$ cat src/rtl/decoder_nx.sv
// Registered N-to-2^N one-hot decoder with valid/ready input and optional auto-scan.
// Define DECODER_NX_SCAN_EN to build the scan state, dwell counter and wrap pulse.
//
// state  | meaning
// IDLE   | disabled or just out of reset, z cleared
// DIRECT | z follows the last accepted select value
// SCAN   | z walks bit 0..2^N-1, each held dwell+1 cycles
module decoder_nx #(
    parameter int N       = 2,
    parameter int DWELL_W = 8
) (
    input  logic               clk,
    input  logic               rst_n,
    input  logic               en,
    input  logic               mode,
    input  logic [N-1:0]       i,
    input  logic               i_valid,
    output logic               i_ready,
    input  logic [DWELL_W-1:0] dwell,
    output logic [2**N-1:0]    z,
    output logic               z_valid,
    output logic               wrap
);

    typedef enum logic [1:0] {
        IDLE   = 2'd0,
        DIRECT = 2'd1,
        SCAN   = 2'd2
    } state_t;

    state_t          state, state_nxt;
    logic [2**N-1:0] z_nxt;
    logic            z_valid_nxt;
    logic            accept;

`ifdef DECODER_NX_SCAN_EN
    logic [N-1:0]       idx, idx_nxt;
    logic [DWELL_W-1:0] cnt, cnt_nxt;
    logic               wrap_nxt;

    assign i_ready = en && (state != SCAN) && !mode;
`else
    logic unused_cfg;

    assign unused_cfg = ^{mode, dwell};
    assign i_ready    = en;
    assign wrap       = 1'b0;
`endif

    assign accept = i_valid && i_ready;

    always_comb begin
        state_nxt   = state;
        z_nxt       = z;
        z_valid_nxt = z_valid;
`ifdef DECODER_NX_SCAN_EN
        idx_nxt     = idx;
        cnt_nxt     = cnt;
        wrap_nxt    = 1'b0;
`endif
        if (!en) begin
            state_nxt   = IDLE;
            z_nxt       = '0;
            z_valid_nxt = 1'b0;
`ifdef DECODER_NX_SCAN_EN
            idx_nxt     = '0;
            cnt_nxt     = '0;
        end else if (mode && state != SCAN) begin
            state_nxt   = SCAN;
            idx_nxt     = '0;
            cnt_nxt     = '0;
            z_nxt       = '0;
            z_nxt[0]    = 1'b1;
            z_valid_nxt = 1'b1;
        end else if (mode) begin
            // dwell is compared live; equality (not >=) lets cnt roll over if dwell drops below it
            if (cnt == dwell) begin
                cnt_nxt        = '0;
                idx_nxt        = idx + 1'b1;
                z_nxt          = '0;
                z_nxt[idx_nxt] = 1'b1;
                wrap_nxt       = &idx;
            end else begin
                cnt_nxt = cnt + 1'b1;
            end
`endif
        end else begin
            // leaving SCAN holds z; i_ready was low this cycle so nothing loads
            state_nxt = DIRECT;
            if (accept) begin
                z_nxt       = '0;
                z_nxt[i]    = 1'b1;
                z_valid_nxt = 1'b1;
            end
        end
    end

    always_ff @(posedge clk or negedge rst_n) begin
        if (!rst_n) begin
            state   <= IDLE;
            z       <= '0;
            z_valid <= 1'b0;
        end else begin
            state   <= state_nxt;
            z       <= z_nxt;
            z_valid <= z_valid_nxt;
        end
    end

`ifdef DECODER_NX_SCAN_EN
    always_ff @(posedge clk or negedge rst_n) begin
        if (!rst_n) begin
            idx  <= '0;
            cnt  <= '0;
            wrap <= 1'b0;
        end else begin
            idx  <= idx_nxt;
            cnt  <= cnt_nxt;
            wrap <= wrap_nxt;
        end
    end
`endif

endmodule

$ cat config.mk
export PLATFORM = sky130hd
export DESIGN_NAME = decoder_nx
export DESIGN_NICKNAME = d
export VERILOG_FILES = /design/src/rtl/decoder_nx.sv
export SDC_FILE = /design/constraint.sdc
export NUM_CORES = 1
export LEC_CHECK = 0
export ABC_CLOCK_PERIOD_IN_PS = 860
export CAP_MARGIN = 20
export CORE_AREA = 2 2 39 41
export DETAILED_ROUTE_END_ITERATION = 6
export DIE_AREA = 0 0 41 43
export DONT_BUFFER_PORTS = 1
export PLACE_DENSITY_LB_ADDON = 0.25
export SYNTH_ARGS = -nofsm -noshare
export SYNTH_HDL_FRONTEND = slang
export SYNTH_SLANG_ARGS = --single-unit
$ cat constraint.sdc
create_clock -name clk -period 0.86 [get_ports clk]
set_input_delay 0.086 -clock clk [delete_from_list [all_inputs] [get_ports clk]]
set_output_delay 0.086 -clock clk [all_outputs]
set_load 0.02 [all_outputs]
==> summary.txt, run 1 <==
Layout Cells excl Fill -> 50
Syn. warnings -> 0
CTS sink count -> 5
Initial antenna violation count -> 0
Final Hold Viols -> 0
CP max stage cell -> dfrtp_1
Switch Pwr -> 0.144 mW
Vias per inst -> 3.74
RSZ-0062 raised after global routing -> true
Tot GR Track Use -> 8.27%
Clk buf depth -> 2
Sequential fraction of the synthesis area -> 54.6%
Fill count -> 150
Detail Route Antenna Nets -> 0
Die Height -> 43 um
Clock Tree Root -> clkbuf_4
H-tree depth -> 1
Clk network pwr share -> 43.6%
CP Cell Sequence -> buf_6
Die area -> 1760 um^2
Pwr/cell area -> 1600 nW/um^2
Sequential power share -> 40.7%
Chip width -> 41 um
Yosys cell types -> 10
DR iter-0 viols -> 3
Largest stage delay, worst path -> 0.38 ns
Number of register bits inferred by synthesis -> 5
Clk slew on worst S/H paths -> 0.04 ns
Clock latency at the later pin of the worst-skew pair -> 0.24 ns
Syn nets -> 34
Status -> finished, final reports clean
Final period util -> 98.3%
Worst path arrival time -> 0.76 ns
Combinational share of power -> 15.7%
Drt first pass iters -> 4
Required time worst endpoint -> 0.77 ns
Peak VDD IR -> 0.607 mV
# IOs -> 22
Lkg Pwr -> 0.178 nW
Worst clock skew -> 0 ns
Vias in the first global route -> 220
Area grow syn2layout -> 69.9%
Largest net degree at the start of global routing -> 6
Layout cells sized above 1 -> 38.2%
# setup viols final -> 0
Fin nets -> 50
CP bufs+invs -> 1
Vias after detailed routing -> 187
MaxCap Viol Count -> 0
Core area -> 1380 um^2
CP delay by family, top -> flip-flops
Most frequent cells in the layout -> 5 x dlygate4sd3_1, 5 x buf_6, 5 x dfrtp_1, 4 x o2bb2ai_1
Wire length of the first global-routing pass -> 883 um
FMAX -> 1180 MHz
Residual DRC -> 0
Sw Ratio -> 23.2%
Synthesized area per cell -> 12.1 um^2
Fin Hold WS -> 0.0141 ns
Internal power -> 0.478 mW
TritonCTS buffer count -> 3
Post-synthesis cell area -> 229 um^2
PortBufs -> 0
CP startpoint kind -> flop
Row count -> 14
Count of placed standard cells including taps -> 38
CTS tree -> built
Minimum clock period -> 0.845 ns
Initial Util -> 16.5%
Cells after Synth -> 19
Routed wire length -> 527 um
GPL Wtd Cong -> 0.624
Setup crit end kind -> output port
Post-detailed-route wirelength per cell -> 10.5 um
Hold Path Class -> in2reg
Gr ovfl total -> 0
Fin. max-slew vios -> 0
Setup CP Type -> reg2out
Crit-path max FO -> 2
Diodes inserted -> 0
-- registers in the layout, indices dropped and copies added (netlist names) --
signal and count:
z 4, z_valid 1
-- through the flow --
| stage | utilization [%] | area [um^2] | setup TNS (ns) | setup WS [ns] | total power, mW |
|---|---|---|---|---|---|
| final | 28.1 | 389 | 0 | 0.0148 | 0.622 |
| after CTS | 27.0 | 374 | -0.00149 | -0.00149 | 0.635 |
| after global placement | 19.6 | 272 | 0 | 0.227 | 0.313 |
| after detailed placement | 19.6 | 272 | 0 | 0.222 | 0.313 |
| after floorplan | - | 229 | 0 | 0.128 | 0.304 |
| after global routing | 28.1 | 389 | -0.0368 | -0.0193 | 0.658 |
-- layer usage --
layer,part of all wire (%),global-route usage [%],vias to the layer above
li1,-,-,92
met1,39,10.1,85
met2,50,9.06,8
met3,9.9,3.66,2
met4,0.76,10.0,0
met5,0,0,-
-- Yosys cell counts --
library cell	instances	area (um^2)
nor2b_4	1	13.8
nand2_1	1	3.75
nand2b_1	2	12.5
buf_4	2	15.0
or2_0	1	6.26
o21a_1	1	7.51
dfrtp_1	5	125
o2bb2ai_1	4	35.0
nand2_2	1	6.26
conb_1	1	3.75
-- what timing repair did --
action | 4_1_cts | 5_1_grt
hold buffers | 5 | 0
hold endpoints to repair | 9 | 0
buffers inserted | 1 | 2
setup endpoints to repair | 5 | 5
resized for setup | 5 | 0
-- power by group through the flow --
stage,logic (mW),clock network [mW],registers (mW)
after floorplan,0.0356,0,0.268
after global placement,0.0583,0,0.255
after detailed placement,0.0584,0,0.255
after CTS,0.0916,0.290,0.253
after global routing,0.107,0.297,0.254
final,0.0978,0.271,0.253
-- logic make-up after synthesis --
group	synth area share, %
and+or+nand+nor	18.6
AOI/OAI and AO/OA	18.6
DFF	54.6
buffers and inverters	6.56
other	1.64
-- final timing paths --
check                      slack, ns     from  cells past startpoint      end
setup / recovery                0.01     z[3]                      1     z[3]
max in group asynchronous       0.53    rst_n                      1     z[2]
setup reg to reg                0.08  z_valid                      2  z_valid
hold reg to reg                 0.52     z[0]                      1     z[0]
min in group asynchronous       0.14    rst_n                      1  z_valid
hold / removal                  0.01  i_valid                      2     z[1]
-- cell type report --
type / instances / area (um^2) / area share, %
clock buffers: 4 / 26.3 / 6.75
multi-input cells: 12 / 88.8 / 22.8
flip-flops and latches: 5 / 125 / 32.2
well taps: 16 / 20.0 / 5.14
repair buffers: 13 / 129 / 33.1
(Power assumes the default switching activity.)
==> run 2: changes to the inputs <==
ABC_CLOCK_PERIOD_IN_PS = 900   (was 860)
clock period = 0.9 ns   (was 0.86 ns; I/O delays follow)
==> summary.txt, run 2 (synthesis gave the netlist of run 1 again) <==
CP bufs+invs -> 1 (unchanged)
DR iter-0 viols -> 2 (-1)
Fin. max-slew vios -> 0 (unchanged)
Most frequent cells in the layout -> 5 x dlygate4sd3_1, 5 x buf_4, 5 x dfrtp_1, 4 x o2bb2ai_1, 3 x clkbuf_4
Post-DP Area -> 272 um^2 (unchanged)
Gr ovfl total -> 0 (unchanged)
Peak VDD IR -> 0.573 mV (-5.6%)
Die Height -> 43 um (unchanged)
Initial antenna violation count -> 0 (unchanged)
# setup viols final -> 0 (unchanged)
Largest register FFs -> 4 (unchanged)
CTS sink count -> 5 (unchanged)
Post-detailed-route wirelength per cell -> 10.7 um (+1.3%)
Required time worst endpoint -> 0.81 ns (+0.04 ns)
CTS tree -> built
Clock Tree Root -> clkbuf_4
Final Hold Viols -> 0 (unchanged)
Hold Path Class -> in2reg
Worst Setup Slack, final -> 0.0333 ns (+0.0185 ns)
Residual DRC -> 0 (unchanged)
Post-CTS setup buffers -> 0 (-1)
Lkg Pwr -> 0.158 nW (-11%)
Final setup TNS -> 0 ns (unchanged)
Clk buf depth -> 2 (unchanged)
Initial Util -> 16.5% (unchanged)
Clock latency at the later pin of the worst-skew pair -> 0.24 ns (about the same)
Diodes inserted -> 0 (unchanged)
Count of placed standard cells including taps -> 38 (unchanged)
Final period util -> 96.3%
CP delay by family, top -> flip-flops
FMAX -> 1150 MHz
Sw Ratio -> 23.0% (-0.18 points)
TritonCTS buffer count -> 3 (unchanged)
Minimum clock period -> 0.867 ns
Layout Cells excl Fill -> 47 (-6.0%)
Largest net degree at the start of global routing -> 6 (unchanged)
Area grow syn2layout -> 51.9%
Wire length of the first global-routing pass -> 848 um (-4.0%)
PortBufs -> 0 (unchanged)
Vias in the first global route -> 208 (-5.5%)
Status -> finished, final reports clean
Row count -> 14 (unchanged)
Die area -> 1760 um^2 (unchanged)
Internal power -> 0.443 mW (-7.3%)
Largest register by flop count -> z
Sequential power share -> 41.8% (+1.1 points)
Core area -> 1380 um^2 (unchanged)
Setup CP Type -> reg2out
Pre-CTS WS -> 0.262 ns (+0.0400 ns)
Switch Pwr -> 0.133 mW (-8.2%)
Vias per inst -> 3.72 (-0.44%)
Combinational share of power -> 13.5% (-2.2 points)
GPL Wtd Cong -> 0.624 (unchanged)
MaxCap Viol Count -> 0 (unchanged)
Setup crit end kind -> output port
Crit-path max FO -> 2 (unchanged)
Routed wire length -> 502 um (-4.7%)
Tot GR Track Use -> 8.07% (-0.20 points)
Finished Cell Area -> 348 um^2 (-11%)
Detail Route Antenna Nets -> 0 (unchanged)
RSZ-0062 raised after global routing -> false
CP startpoint kind -> flop
Vias after detailed routing -> 175 (-6.4%)
Regs by FF count -> z x4, z_valid x1
H-tree depth -> 1 (unchanged)
Total power -> 0.576 mW (-7.5%)
Chip width -> 41 um (unchanged)
# IOs -> 22 (unchanged)
CP Cell Sequence -> buf_4
Largest stage delay, worst path -> 0.38 ns (about the same)
Pwr/cell area -> 1660 nW/um^2 (+3.5%)
Clk slew on worst S/H paths -> 0.04 ns (about the same)
Clk network pwr share -> 44.7% (+1.1 points)
Fill count -> 156 (+4.0%)
Drt first pass iters -> 4 (unchanged)
Fin nets -> 47 (-6.0%)
Worst path arrival time -> 0.78 ns (+0.02 ns)
Worst clock skew -> 0 ns (unchanged)
CP max stage cell -> dfrtp_1
Layout cells sized above 1 -> 32.3% (-6.0 points)
## run 2: cell count changes in the layout (fill, tap and decap cells not counted), sizes merged
cell | before | now
buf | 8 | 5
## run 2: power by group through the flow
stage / clock (mW) / combinational [mW] / sequential, mW
after floorplan: 0 / 0.0340 / 0.256
after global placement: 0 / 0.0557 / 0.244
after detailed placement: 0 / 0.0558 / 0.244
after CTS: 0.277 / 0.0790 / 0.240
after global routing: 0.284 / 0.0858 / 0.242
final: 0.257 / 0.0778 / 0.241
## run 2: layout make-up
| cell class | instances | area [um^2] | share of cell area, % |
|---|---|---|---|
| multi-input cells | 12 | 88.8 | 25.5 |
| repair buffers | 10 | 87.6 | 25.2 |
| flip-flops and latches | 5 | 125 | 36.0 |
| well taps | 16 | 20.0 | 5.76 |
| clock buffers | 4 | 26.3 | 7.55 |
## run 2: metal layers
layer  global-route usage [%]  vias up  wire length [um]  share of wire [%]
met4                     10.0        0                 4               0.80
met5                        0        -                 0                  0
li1                         -       85                 -                  -
met3                     3.66        2                41                8.2
met1                     9.48       82               209                 42
met2                     9.06        6               245                 49
## run 2: worst paths after layout
path / cells past startpoint / slack (ns) / start / to
worst max-delay path: 1 / 0.03 / z[2] / z[2]
worst min-delay path: 2 / 0.02 / i_valid / z[1]
worst max register to register: 1 / 0.25 / z_valid / z_valid
worst min register to register: 1 / 0.48 / z_valid / z_valid
max in group asynchronous: 1 / 0.56 / rst_n / z[1]
min in group asynchronous: 1 / 0.14 / rst_n / z[3]
## run 2: per-stage QoR
| stage | hold slack (ns) | util, % |
|---|---|---|
| 6_report | 0.0196 | 25.1 |
| 5_1_grt | 0.0312 | 25.1 |
| 4_1_cts | 0.00972 | 25.1 |
| 3_5_place_dp | -0.205 | 19.6 |
| 3_3_place_gp | -0.205 | 19.6 |
| 2_1_floorplan | -0.206 | - |
## run 2: what timing repair did
| action | 4_1_cts | 5_1_grt |
|---|---|---|
| resized for setup | 0 | 0 |
| endpoints found under the setup margin | 0 | 0 |
| hold buffers | 5 | 0 |
| endpoints found under the hold margin | 9 | 0 |
